**config.mk**
```make
export PLATFORM = sky130hd
export DESIGN_NAME = wrr_client_requester
export DESIGN_NICKNAME = d
export VERILOG_FILES = /design/src/rtl/wrr_client_requester.sv
export SDC_FILE = /design/constraint.sdc
export NUM_CORES = 1
export LEC_CHECK = 0
export ABC_AREA = 1
export CAP_MARGIN = 20
export CORE_ASPECT_RATIO = 0.8
export CORE_MARGIN = 2
export CORE_UTILIZATION = 65
export CTS_BUF_LIST = sky130_fd_sc_hd__clkbuf_4 sky130_fd_sc_hd__clkbuf_8
export CTS_CLUSTER_DIAMETER = 200
export DETAILED_ROUTE_END_ITERATION = 8
export GPL_TIMING_DRIVEN = 0
export PLACE_DENSITY = 0.86
export SYNTH_ARGS = -nofsm -noshare
export SYNTH_HDL_FRONTEND = slang
export SYNTH_SLANG_ARGS = --single-unit
```
**constraint.sdc**
```tcl
create_clock -name clk -period 3.6 [get_ports clk]
set_input_delay 0.9 -clock clk [delete_from_list [all_inputs] [get_ports clk]]
set_output_delay 0.9 -clock clk [all_outputs]
set_load 0.02 [all_outputs]
```
**src/rtl/wrr_client_requester.sv**
```systemverilog
// Client-side requester for the weighted round-robin lock arbiter.
// Each client buffers burst commands in a small FIFO, requests the arbiter
// for every burst, holds lock until the final beat and reports beat/done
// events. Starvation and grant-protocol monitors watch the arbiter side.
module wrr_client_requester #(
    parameter int NUM_CLIENTS  = 4,
    parameter int LEN_WIDTH    = 4,
    parameter int FIFO_DEPTH   = 4,
    parameter int STARVE_LIMIT = 64
) (
    input  logic                             clk,
    input  logic                             rst,
    input  logic [NUM_CLIENTS-1:0]           i_cmd_valid,
    output logic [NUM_CLIENTS-1:0]           o_cmd_ready,
    input  logic [NUM_CLIENTS*LEN_WIDTH-1:0] i_cmd_len,
    output logic [NUM_CLIENTS-1:0]           o_req,
    output logic [NUM_CLIENTS-1:0]           o_lock,
    input  logic [NUM_CLIENTS-1:0]           i_gnt,
    output logic [NUM_CLIENTS-1:0]           o_beat,
    output logic [NUM_CLIENTS-1:0]           o_done,
    output logic [NUM_CLIENTS-1:0]           o_starve,
    output logic                             o_gnt_err
);

    localparam int PTR_W = (FIFO_DEPTH > 1) ? $clog2(FIFO_DEPTH) : 1;
    localparam int CNT_W = PTR_W + 1;
    localparam int REM_W = LEN_WIDTH + 1;
    localparam int STV_W = $clog2(STARVE_LIMIT + 1);

    typedef enum logic [1:0] {
        ST_IDLE  = 2'd0,
        ST_WAIT  = 2'd1,
        ST_BURST = 2'd2
    } state_t;

    // True when more than one bit of the vector is set.
    function automatic logic is_multi_hot(input logic [NUM_CLIENTS-1:0] v);
        logic [NUM_CLIENTS-1:0] low_cleared;
        low_cleared = v & (v - {{(NUM_CLIENTS-1){1'b0}}, 1'b1});
        return (low_cleared != {NUM_CLIENTS{1'b0}});
    endfunction

    logic gnt_bad_s;
    logic gnt_err_r;

    for (genvar g = 0; g < NUM_CLIENTS; g++) begin : g_client
        state_t               state_r;
        state_t               state_nxt_s;
        logic [LEN_WIDTH-1:0] mem_r [FIFO_DEPTH];
        logic [PTR_W-1:0]     wr_ptr_r;
        logic [PTR_W-1:0]     rd_ptr_r;
        logic [CNT_W-1:0]     count_r;
        logic [REM_W-1:0]     rem_r;
        logic [REM_W-1:0]     rem_nxt_s;
        logic [STV_W-1:0]     starve_r;
        logic [STV_W-1:0]     starve_nxt_s;
        logic [REM_W-1:0]     head_beats_s;
        logic [LEN_WIDTH-1:0] cmd_len_s;
        logic                 full_s;
        logic                 nonempty_s;
        logic                 push_s;
        logic                 pop_s;
        logic                 beat_s;
        logic                 last_s;

        assign cmd_len_s    = i_cmd_len[g*LEN_WIDTH +: LEN_WIDTH];
        assign full_s       = (count_r == CNT_W'(FIFO_DEPTH));
        // Occupancy before this cycle, so a fresh push is poppable next cycle.
        assign nonempty_s   = (count_r != {CNT_W{1'b0}});
        assign push_s       = i_cmd_valid[g] & ~full_s;
        assign head_beats_s = {1'b0, mem_r[rd_ptr_r]} + REM_W'(1);
        assign beat_s       = i_gnt[g] & o_req[g];
        assign last_s       = beat_s & (rem_r == REM_W'(1));

        assign o_cmd_ready[g] = ~full_s;
        assign o_req[g]       = (state_r != ST_IDLE);
        assign o_lock[g]      = (state_r != ST_IDLE) & (rem_r > REM_W'(1));
        assign o_beat[g]      = beat_s;
        assign o_done[g]      = last_s;
        assign o_starve[g]    = (starve_r == STV_W'(STARVE_LIMIT));

        // Next-state, remaining-beat and FIFO-pop decode for this client
        always_comb begin
            state_nxt_s = state_r;
            rem_nxt_s   = rem_r;
            pop_s       = 1'b0;
            case (state_r)
                ST_IDLE: begin
                    if (nonempty_s) begin
                        pop_s       = 1'b1;
                        rem_nxt_s   = head_beats_s;
                        state_nxt_s = ST_WAIT;
                    end else begin
                        state_nxt_s = ST_IDLE;
                    end
                end
                ST_WAIT, ST_BURST: begin
                    if (last_s) begin
                        // Chain straight into the next burst with no idle gap.
                        if (nonempty_s) begin
                            pop_s       = 1'b1;
                            rem_nxt_s   = head_beats_s;
                            state_nxt_s = ST_WAIT;
                        end else begin
                            rem_nxt_s   = {REM_W{1'b0}};
                            state_nxt_s = ST_IDLE;
                        end
                    end else if (beat_s) begin
                        rem_nxt_s   = rem_r - REM_W'(1);
                        state_nxt_s = ST_BURST;
                    end else begin
                        state_nxt_s = state_r;
                    end
                end
                default: begin
                    rem_nxt_s   = {REM_W{1'b0}};
                    state_nxt_s = ST_IDLE;
                end
            endcase
        end

        // Starvation counter: counts waiting cycles, saturates, clears otherwise
        always_comb begin
            starve_nxt_s = starve_r;
            if (beat_s || (state_r != ST_WAIT)) begin
                starve_nxt_s = {STV_W{1'b0}};
            end else if (starve_r == STV_W'(STARVE_LIMIT)) begin
                starve_nxt_s = starve_r;
            end else begin
                starve_nxt_s = starve_r + STV_W'(1);
            end
        end

        // FSM state, remaining-beat and starvation registers
        always_ff @(posedge clk) begin
            if (rst) begin
                state_r  <= ST_IDLE;
                rem_r    <= {REM_W{1'b0}};
                starve_r <= {STV_W{1'b0}};
            end else begin
                state_r  <= state_nxt_s;
                rem_r    <= rem_nxt_s;
                starve_r <= starve_nxt_s;
            end
        end

        // FIFO pointers and occupancy; pointers wrap naturally at FIFO_DEPTH
        always_ff @(posedge clk) begin
            if (rst) begin
                wr_ptr_r <= {PTR_W{1'b0}};
                rd_ptr_r <= {PTR_W{1'b0}};
                count_r  <= {CNT_W{1'b0}};
            end else begin
                if (push_s) begin
                    wr_ptr_r <= wr_ptr_r + PTR_W'(1);
                end
                if (pop_s) begin
                    rd_ptr_r <= rd_ptr_r + PTR_W'(1);
                end
                case ({push_s, pop_s})
                    2'b10:   count_r <= count_r + CNT_W'(1);
                    2'b01:   count_r <= count_r - CNT_W'(1);
                    default: count_r <= count_r;
                endcase
            end
        end

        // FIFO storage; contents are don't-care while the entry is unoccupied
        always_ff @(posedge clk) begin
            if (push_s) begin
                mem_r[wr_ptr_r] <= cmd_len_s;
            end
        end
    end

    assign gnt_bad_s = is_multi_hot(i_gnt) | (|(i_gnt & ~o_req));
    assign o_gnt_err = gnt_err_r;

    // Register grant-protocol violations seen this cycle
    always_ff @(posedge clk) begin
        if (rst) begin
            gnt_err_r <= 1'b0;
        end else begin
            gnt_err_r <= gnt_bad_s;
        end
    end

endmodule

```
; ---- Word level (Yosys, flattened, before mapping)
; Memories as Yosys holds them, arrays and structs flattened. A register that Yosys moved wholly into a read port is not among the register bits.
; Index checks and enable logic that the tools add are counted.
[word_totals]
register_bits = 85
ram_bits = 64
out_inout_bits = 25
elab_cells = 228
n_memories = 4
[memory_table]
columns = name, words, word_bits, rd, rd_clocked_by_memory_dff, wr, line
row1 = g_client[0].mem_r, 4, 4, 1, 1, 1, 49  ; logic [LEN_WIDTH-1:0] mem_r [FIFO_DEPTH];
row2 = g_client[1].mem_r, 4, 4, 1, 1, 1, 49
row3 = g_client[2].mem_r, 4, 4, 1, 1, 1, 49
row4 = g_client[3].mem_r, 4, 4, 1, 1, 1, 49
[classes]
addsub = 29
magnitude_cmp = 4
n_eq_ne = 40
muxes = 68
bitwise_logic = 24
reduce_logical = 34
[op_table]
columns = op, n
row1 = 5-bit 2-to-1 mux, 16
row2 = 5-bit one-hot mux with 2 select lines, 4
row3 = 2-bit 2-to-1 mux, 16
row4 = "7-bit by 1-bit adder with 7-bit output, second input constant", 4
row5 = "7-bit equality test, second input constant", 4
row6 = 3-bit one-hot mux with 2 select lines, 4
row7 = "4-bit by 1-bit adder with 5-bit output, second input constant", 4
row8 = "5-bit by 1-bit equality test with 1-bit output, second input constant", 4
row9 = "5-bit by 1-bit > comparator with 1-bit output, second input constant", 4
row10 = 1-bit 2-to-1 mux, 20
row11 = "5-bit by 1-bit subtractor with 5-bit output, second input constant", 4
row12 = "2-bit by 1-bit adder with 2-bit output, second input constant", 8
row13 = 1-bit AND, 16
row14 = "2-bit by 1-bit equality test with 1-bit output, second input constant", 8
row15 = "2-bit equality test, second input constant", 8
row16 = 2-bit one-hot mux with 2 select lines, 4
row17 = 2-bit nonzero test, 8
row18 = 2-bit OR reduction, 8
row19 = "3-bit by 1-bit adder with 3-bit output, second input constant", 4
row20 = "3-bit equality test, second input constant", 4
row21 = "3-bit inequality test, second input constant", 4
row22 = 3-bit nonzero test, 4
row23 = "3-bit by 1-bit subtractor with 3-bit output, second input constant", 4
row24 = 4-bit AND, 2
row25 = other kinds (12), 33

; ---- Logic depth before layout (Yosys ltp)
; Gate-level depths: netlist of run 1.
[logic_depth]
word_depth = 7
mapped_depth = 16
ltp_nobuf = 16

; ---- Least setup slack after synthesis of run 1
; No wires, ideal clock.
[synth_timing]
kind = input-to-reg
from = input port i_gnt[3]
to = register g_client[3].count_r[2]
t_arrival_ns = 2.365
required_time_ns = 3.478
setup_slack_ns = 1.113
cell_stages = 11
cell_sequence = nand2_2 nor2_4 nand2_4 a21oi_4 ha_1 inv_1 fa_1 a21oi_1 o21ai_0 o21ai_0 a21oi_1
[synth_between]
elab_chain_len = 6
[synth_rtl]
columns = item, line
row1 = "start, declared", 18  ; input logic [NUM_CLIENTS-1:0] i_gnt,
row2 = 1-bit AND (*), 72  ; assign beat_s = i_gnt[g] & o_req[g];
row3 = 1-bit AND (*), 73  ; assign last_s = beat_s & (rem_r == REM_W'(1));
row4 = via g_client[3].last_s, 64  ; logic last_s;
row5 = 1-bit 2-to-1 mux (*), 98  ; if (last_s) begin
row6 = 1-bit one-hot mux with 2 select lines (*), 87  ; case (state_r)
row7 = via g_client[3].pop_s, 62  ; logic pop_s;
row8 = 2-bit by 1-bit equality test with 1-bit output or 2-bit equality test (tied branches), 160  ; case ({push_s, pop_s})
row9 = 3-bit one-hot mux with 2 select lines or 2-bit nonzero test (tied branches), --
row10 = "end signal, assigned", 161  ; 2'b10: count_r <= count_r + CNT_W'(1);
row11 = "end signal, assigned", 162  ; 2'b01: count_r <= count_r - CNT_W'(1);
row12 = "end signal, assigned", 163  ; default: count_r <= count_r;
row13 = "end, declared", 52  ; logic [CNT_W-1:0] count_r;
; The timed path passes the listed nets; every way through them passes the cells marked *.
; A chain may end at the register's enable or synchronous reset.

; ---- Final worst setup path of run 1
[layout_timing]
from = input port i_gnt[1]
to = output port o_done[1]
[layout_between]
elab_chain_len = 2
[layout_rtl]
columns = item, line
row1 = 1-bit AND, 72
row2 = 1-bit AND, 73
row3 = "end, declared", 20  ; output logic [NUM_CLIENTS-1:0] o_done,
; Every way passes these cells.

==> results.cfg, run 1 <==
[finish]
drive_gt1_share_pct = 9.89
n_antenna_cell = 0
layout_common_cells = 172 x nand2_1, 120 x inv_1, 93 x dfxtp_1, 79 x nor2_1, 67 x a21oi_1
fillers = 824
areaGrowthSynthToFinish_pct = 14.2
fin_nets = 1060
final_util_pct = 75.4
final_common_cell = nand2_1

[yosys]
syn_area_um2 = 7940
synthesis.nets = 992
synth_ff_type = dfxtp_1
synth_seq_cells = 157
yosysUniqueCellTypes = 43
synth_edf_count = 64
ys_seq_area_share_pct = 47.7
async_flop_share_pct = 0
syn_inst = 910
yosys_warnings = 0
synth.avg_cell_area_um2 = 8.73

[setup_path]
path_buf_inv = 3
crit_top_cell = clkdlybuf4s50_1
crit_chain = clkdlybuf4s50_1 -> nand2_4 -> nor2_4 -> buf_4 -> clkdlybuf4s50_1
worstPathRequired_ns = 2.70
slowest_stage = clkdlybuf4s50_1
cp_max_fo = 7
critical_path.top_delay_family = buffers and inverters
cp.arrival_ns = 2.57
r2r_cells = 14
cp_slowest_stage_delay_ns = 0.66
crit_path_end_kind = output port
worstSetupPathDepth = 5
path_class = in2out
start_kind = primary input

[timing]
tightest_slew_ns = 0.670
skew_ns = 0.00783
slew_headroom_pct = 55.4
fin_crit_sh_pct = 96.4
fmax_ghz = 0.288
rsz0062_at_grt = no
min_period_ns = 3.47
setup_tns_ns = 0
hold_viol_final = 0
setup_viol = 0
slew_violations = 0
finalWorstSetupSlack_ns = 0.128

[clock_tree]
post_cts_buffers = 0
cts_hold_buffers = 0
cts_tree = yes
ctsResizeCount = 0
root_buffer = clkbuf_8
cts_buffers = 17
insertion_delay_ns = 0.47
clk_pin_slew_ns = 0.07
htree_levels = 4
cts_buffer_depth = 2
cts_sinks = 157

[place]
portBuffers = 49
place_hpwl_um = 11200
routabilityCongestion = 0.875
place_ws_ns = 0.145

[pwr]
p_int_mw = 4.08
powerDensity_nw_per_um2 = 748
p_sw_mw = 2.70
p_sw_share_pct = 39.8
p_total_mw = 6.78
cellLeakagePower_nw = 3.71
comb_power_share_pct = 42.5
pwr-share-clk_pct = 21.9
vdd_drop_max_uv = 499
pwr-share-seq_pct = 35.6

[detailed_routing]
routedWlPerCell_um = 13.6
drc = 0
ant_nets = 0
viasPerCell = 5.41
drt-total-wl_um = 15500
first_pass_iters = 5
first_iter_violations = 463
num_vias = 6178

[global_routing]
grt_pass1_wl_um = 26200
grt-ovfl-total = 0
antenna_found_initial = 0
grt_max_degree = 17
grt_pass1_vias = 5965
grt_usage_pct = 25.5

[min_path]
hp-class = reg2reg
hold_depth = 2

[outcome]
status = finished, final reports clean

[die]
num_rows = 36
dieHeight_um = 103
die_area_um2 = 13100
core-area_um2 = 12000
start_util_pct = 66.0
die_w_um = 128
pin_count = 51

[job]
drv_cap = 0
## power by group through the flow
stage	clock network, mW	logic, mW	registers [mW]
floorplan	0	2.18	2.39
global placement	0	2.73	2.43
detailed placement	0	2.82	2.45
CTS	1.50	2.87	2.41
global route	1.58	3.28	2.45
finish	1.49	2.89	2.41
## worst paths after layout
path	end	start	slack, ns
max reg2reg	g_client[3].count_r[2]$_SDFFE_PP0P_	g_client[3].state_r[0]$_SDFFE_PP0P_	0.89
min	flip-flop	g_client[3].rd_ptr_r[1]$_SDFFE_PP0P_	0.47
max	o_done[1]	i_gnt[1]	0.13
min reg2reg	flip-flop	g_client[3].rd_ptr_r[1]$_SDFFE_PP0P_	0.47
## cell families (layout without fill, tap and decap cells)
group	Yosys count	in the layout	share of synthesized area (%)
adder cells (fa/ha/maj)	56	56	9.20
flip-flops	157	157	47.7
buffers and inverters	154	235	7.88
XOR/XNOR	31	31	3.42
AO/OA/AOI/OAI	157	157	11.7
AND/OR/NAND/NOR	355	355	20.2
## cell usage after synthesis (4+ instances only)
cell type,instances,share of area (%)
a21oi_1,67,4.2
a21oi_2,6,0.66
buf_4,10,0.95
clkbuf_1,6,0.28
dfxtp_1,93,23
edfxtp_1,64,24
fa_1,4,1.0
ha_1,52,8.2
inv_1,120,5.7
inv_2,11,0.52
nand2_1,172,8.1
nand2_2,4,0.32
nand2_4,4,0.57
nand3_1,59,3.7
nand4_1,6,0.47
nor2_1,79,3.7
nor2_2,4,0.32
nor2_4,5,0.71
nor3_1,6,0.38
o21ai_0,47,3.0
o21ai_1,4,0.25
o21ai_2,5,0.55
o22ai_1,13,1.0
o31ai_1,4,0.38
xnor2_1,11,1.2
xor2_1,20,2.2
## registers in the layout, summed over array words and instances (netlist names), named ones only
name / cells
g_client.rem_r: 20
g_client.mem_r: 64
g_client.state_r: 8
g_client.rd_ptr_r: 8
g_client.starve_r: 28
g_client.count_r: 12
g_client.wr_ptr_r: 8
o_gnt_err: 1
## worst reg2reg max path, cell delays in order (launching register included)
cell	delay [ns]
dfxtp_1	0.40
inv_1	0.07
ha_1	0.25
inv_4	0.13
nand2_2	0.13
nor2_4	0.19
nand2_4	0.08
a21oi_4	0.21
ha_1	0.18
inv_1	0.07
fa_1	0.38
a21oi_1	0.16
o21ai_0	0.13
o21ai_0	0.17
a21oi_1	0.06
## final cells by class
cell class	instances	area, um^2	share of cell area [%]
multi-input cells	599	3530	38.9
plain buffers	18	108	1.19
well taps	152	190	2.10
inverters	136	518	5.71
repair buffers	49	490	5.41
flip-flops and latches	157	3780	41.7
clock inverters	13	195	2.15
clock buffers	19	255	2.81
## metrics by stage
stage,cell area [um^2],hold slack (ns),std cells
final,9070,0.467,1143
after global routing,9070,0.510,1143
after CTS,9070,0.469,1143
after detailed placement,8620,0.458,1111
after global placement,8620,0.451,1111
after floorplan,7940,0.436,910
## metal layers
| layer | share of wire, % | global-route usage [%] | vias to the layer above |
|---|---|---|---|
| met2 | 49 | 43.9 | 142 |
| li1 | - | - | 3128 |
| met4 | 1.8 | 10.8 | 0 |
| met5 | 0 | 0 | - |
| met1 | 45 | 31.1 | 2880 |
| met3 | 4.1 | 6.38 | 28 |
(Power assumes the default switching activity.)
==> run 2: changes to the inputs <==
Settings changed: GPL_TIMING_DRIVEN 0 to unset.
==> run 2 against run 1 <==
Final cell count is 1.3% lower. Maximum frequency is 3.3% higher. Clock-buffer cell count stayed put. Setup slack better by 0.11 ns. Wire length is 3.7% lower. Via count is 2.9% lower.
==> results.cfg, run 2 (synthesized netlist as in run 1, its figures left out) <==
[outcome]
status = finished, final reports clean

[clock_tree]
cts_tree = yes
insertion_delay_ns = 0.45
cts_buffers = 17
root_buffer = clkbuf_8
ctsResizeCount = 0
cts_hold_buffers = 0
cts_sinks = 157
cts_buffer_depth = 2
post_cts_buffers = 0
htree_levels = 4
clk_pin_slew_ns = 0.08

[detailed_routing]
wl_met1_um = 6960
dr_wl_met3_um = 589
routedWlPerCell_um = 13.2
drc = 0
drt-total-wl_um = 14900
first_pass_iters = 5
first_iter_violations = 426
met2_length_um = 7140
highest-signal-layer = met4
viasPerCell = 5.32
num_vias = 5996
ant_nets = 0

[timing]
hold_viol_final = 0
skew_ns = 0.0126
fmax_ghz = 0.297
setup_tns_ns = 0
setup_viol = 0
slew_violations = 0
tightest_slew_ns = 0.419
hold_ws_ns = 0.467
rsz0062_at_grt = no
min_period_ns = 3.36
finalWorstSetupSlack_ns = 0.238
fin_crit_sh_pct = 93.4
slew_headroom_pct = 72.0

[die]
dieHeight_um = 103
die_area_um2 = 13100
start_util_pct = 66.0
num_rows = 36
pin_count = 51
die_w_um = 128
core-area_um2 = 12000

[pwr]
p_sw_share_pct = 39.9
pwr-share-seq_pct = 36.3
comb_power_share_pct = 41.2
vdd_drop_max_uv = 595
powerDensity_nw_per_um2 = 750
p_sw_mw = 2.69
p_total_mw = 6.76
cellLeakagePower_nw = 3.66
pwr-share-clk_pct = 22.5
p_int_mw = 4.06

[finish]
fin_nets = 1045
fillers = 843
final_util_pct = 74.9
final_cells = 1128
n_antenna_cell = 0
largest_reg_flops = 64
final_area_um2 = 9000
areaGrowthSynthToFinish_pct = 13.4
drive_gt1_share_pct = 9.12
layout_common_cells = 172 x nand2_1, 120 x inv_1, 93 x dfxtp_1, 79 x nor2_1, 67 x a21oi_1
regMostFlops = g_client.mem_r
top_regs = g_client.mem_r (64), g_client.starve_r (28), g_client.rem_r (20)
final_common_cell = nand2_1

[place]
place_hpwl_um = 10600
place_ws_ns = 0.251
portBuffers = 50
routabilityCongestion = 0.847
placed_cell_area_um2 = 8540
post-place-cells = 1096

[global_routing]
antenna_found_initial = 0
grt-ovfl-total = 0
grt_pass1_vias = 5640
grt_max_degree = 26
grt_pass1_wl_um = 25200
grt_usage_pct = 24.2

[setup_path]
path_class = in2out
crit_chain = clkdlybuf4s50_1 -> nand2_4 -> nor2_4 -> clkdlybuf4s50_1
crit_path_end_kind = output port
worstPathRequired_ns = 2.70
cp_max_fo = 7
start_kind = primary input
slowest_stage = clkdlybuf4s50_1
critical_path.top_delay_family = buffers and inverters
crit_top_cell = clkdlybuf4s50_1
cp_slowest_stage_delay_ns = 0.65
path_buf_inv = 2
cp.arrival_ns = 2.46

[job]
drv_cap = 0

[min_path]
hp-class = reg2reg
run 2: cell count changes in the layout (fill, tap and decap cells not counted), sizes merged:
cell,change
clkbuf,-6
clkinv,-3
clkdlybuf4s50,+1
buf,-10
inv,+3
run 2: final cells by class:
| type | instances | area (um^2) | area share [%] |
|---|---|---|---|
| Clock buffer | 19 | 255 | 2.83 |
| Timing Repair Buffer | 52 | 515 | 5.72 |
| Tap cell | 152 | 190 | 2.11 |
| Inverter | 136 | 518 | 5.75 |
| Sequential cell | 157 | 3780 | 42.0 |
| Clock inverter | 13 | 211 | 2.35 |
| Multi-Input combinational cell | 599 | 3530 | 39.2 |
run 2: final timing paths:
path | slack, ns | startpoint | endpoint | cells after the start
hold reg to reg | 0.47 | g_client[1].rd_ptr_r[1]$_SDFFE_PP0P_ | flip-flop | 2
setup reg to reg | 0.96 | g_client[1].state_r[0]$_SDFFE_PP0P_ | g_client[1].count_r[2]$_SDFFE_PP0P_ | 14
hold / removal | 0.47 | g_client[1].rd_ptr_r[1]$_SDFFE_PP0P_ | flip-flop | 2
setup / recovery | 0.24 | i_gnt[1] | o_done[1] | 4
run 2: worst reg2reg max path, stage by stage (launching register included):
cell,delay (ns)
dfxtp_1,0.38
inv_1,0.06
ha_1,0.26
inv_4,0.16
nand2_4,0.11
nor2_4,0.15
nand2_4,0.08
a21oi_4,0.17
ha_1,0.16
inv_1,0.06
fa_1,0.38
a21oi_1,0.17
o21ai_0,0.15
o21ai_0,0.18
a21oi_1,0.06
run 2: layer usage:
layer | global-route usage, % | vias up
met3 | 5.09 | 20
li1 | - | 3091
met1 | 31.4 | 2770
met5 | 0 | -
met2 | 40.9 | 115
met4 | 8.37 | 0
run 2: power groups by stage:
stage	Combinational, mW	Sequential, mW	Clock [mW]
2_1_floorplan	2.18	2.39	0
3_3_place_gp	2.64	2.47	0
3_5_place_dp	2.73	2.48	0
4_1_cts	2.78	2.45	1.54
5_1_grt	3.17	2.50	1.62
6_report	2.78	2.45	1.52
==> run 3: changes to the inputs <==
Settings changed: CORE_MARGIN 2 to unset, PLACE_DENSITY 0.86 to 0.82.
==> run 3 against run 2 <==
The flow now finishes with violations (design-rule violations). First-iteration DRC count down 22%. Critical path depth unchanged. Hold slack better by 0.019 ns. Setup slack better by 0.025 ns. Non-clock buffer count up 1. Final area down 1.1%. Sequential cell count unchanged. Maximum frequency up 0.75%. Sequential power about the same. Wire length up 4.4%. Clock power down 20%. Largest cell class unchanged. Critical path type unchanged.
==> results.cfg, run 3 (synthesized netlist as in run 1, its figures left out) <==
[setup_path]
start_kind = primary input
cp.arrival_ns = 2.44
crit_path_end_kind = output port
cp_max_fo = 7
rrSetupSlack_ns = 0.92
worstPathRequired_ns = 2.70
path_class = in2out

[global_routing]
grt_usage_pct = 26.9
grt_pass1_vias = 5957
grt_max_degree = 25
grt_pass1_wl_um = 26800
grt-ovfl-total = 0
antenna_found_initial = 0

[clock_tree]
clk_pin_slew_ns = 0.09
post_cts_buffers = 0
cts_buffers = 17
cts_buffer_depth = 2
htree_levels = 4
ctsResizeCount = 0
cts_tree = yes
cts_sinks = 157
cts_hold_buffers = 0
insertion_delay_ns = 0.47
root_buffer = clkbuf_8

[finish]
regMostFlops = g_client.mem_r
layout_common_cells = 172 x nand2_1, 120 x inv_1, 93 x dfxtp_1, 79 x nor2_1, 67 x a21oi_1
fin_nets = 1046
largest_reg_flops = 64
final_common_cell = nand2_1
areaGrowthSynthToFinish_pct = 12.1
final_cells = 1125
n_antenna_cell = 0
fillers = 800
top_regs = g_client.mem_r (64), g_client.starve_r (28), g_client.rem_r (20)
drive_gt1_share_pct = 9.31

[die]
die_w_um = 126
num_rows = 35
pin_count = 51
die_area_um2 = 12700
dieHeight_um = 101
start_util_pct = 67.9
core-area_um2 = 11700

[timing]
fin_crit_sh_pct = 92.7
skew_ns = 0.0149
slew_violations = 0
setup_tns_ns = 0
fmax_ghz = 0.300
tightest_slew_ns = 0.685
setup_viol = 0
slew_headroom_pct = 54.0
min_period_ns = 3.34
hold_ws_ns = 0.486
finalWorstSetupSlack_ns = 0.263
rsz0062_at_grt = no
hold_viol_final = 0

[min_path]
hp-class = reg2reg

[place]
routabilityCongestion = 0.853
place_ws_ns = 0.277
portBuffers = 50
place_hpwl_um = 11600
post-place-cells = 1093

[detailed_routing]
drc = 2
first_pass_iters = 7
drt-total-wl_um = 15600
num_vias = 6072
ant_nets = 0
first_iter_violations = 331
viasPerCell = 5.40
routedWlPerCell_um = 13.8

[pwr]
vdd_drop_max_uv = 464
cellLeakagePower_nw = 3.64
powerDensity_nw_per_um2 = 728

[outcome]
status = complete, but fails checks
violations = design-rule violations

[job]
drv_cap = 0
-- run 3: changes by cell type in the layout (fill, tap and decap cells not counted), sizes merged --
cell      before  now
bufinv         5    0
buf            2    3
inv          137  144
clkbuf        19   17
clkinv         4    7
clkinvlp       3    0
-- run 3: power breakdown --
part	switching, mW	leakage, nW	internal (mW)
combinational	1.76	2.09	1.04
clock	0.719	0.192	0.503
sequential	0.286	1.35	2.17
-- run 3: cell type report --
type                    count  area, um^2  area share, %
clock inverters            15         128           1.43
clock buffers              17         234           2.63
inverters                 136         518           5.82
well taps                 148         185           2.08
repair buffers             53         523           5.87
multi-input cells         599        3530           39.7
flip-flops and latches    157        3780           42.5
-- run 3: final timing paths --
kind | from | endpoint | cells after the start
min | g_client[2].rd_ptr_r[1]$_SDFFE_PP0P_ | g_client[2].rd_ptr_r[1]$_SDFFE_PP0P_ | 2
max reg2reg | g_client[3].state_r[0]$_SDFFE_PP0P_ | g_client[3].count_r[2]$_SDFFE_PP0P_ | 14
min reg2reg | g_client[2].rd_ptr_r[1]$_SDFFE_PP0P_ | g_client[2].rd_ptr_r[1]$_SDFFE_PP0P_ | 2
max | i_gnt[1] | o_done[1] | 4
-- run 3: metrics by stage --
stage	area (um^2)	utilization [%]	power, mW
2_1_floorplan	7940	-	4.57
3_3_place_gp	8540	73.0	5.09
3_5_place_dp	8540	73.0	5.25
4_1_cts	8900	76.1	6.49
5_1_grt	8900	76.1	6.99
6_report	8900	76.1	6.48
-- run 3: metal layers --
metal | vias to the layer above | track usage (%) | wire length (um)
met5 | - | 0 | 0
met4 | 0 | 11.8 | 311
met3 | 29 | 5.63 | 587
met2 | 116 | 47.5 | 7820
met1 | 2834 | 32.1 | 6850
li1 | 3093 | - | -
-- run 3: worst max-delay path, cell delays in order --
cell	delay [ns]
clkdlybuf4s50_1	0.63
nand2_4	0.13
nor2_4	0.16
clkdlybuf4s50_1	0.62
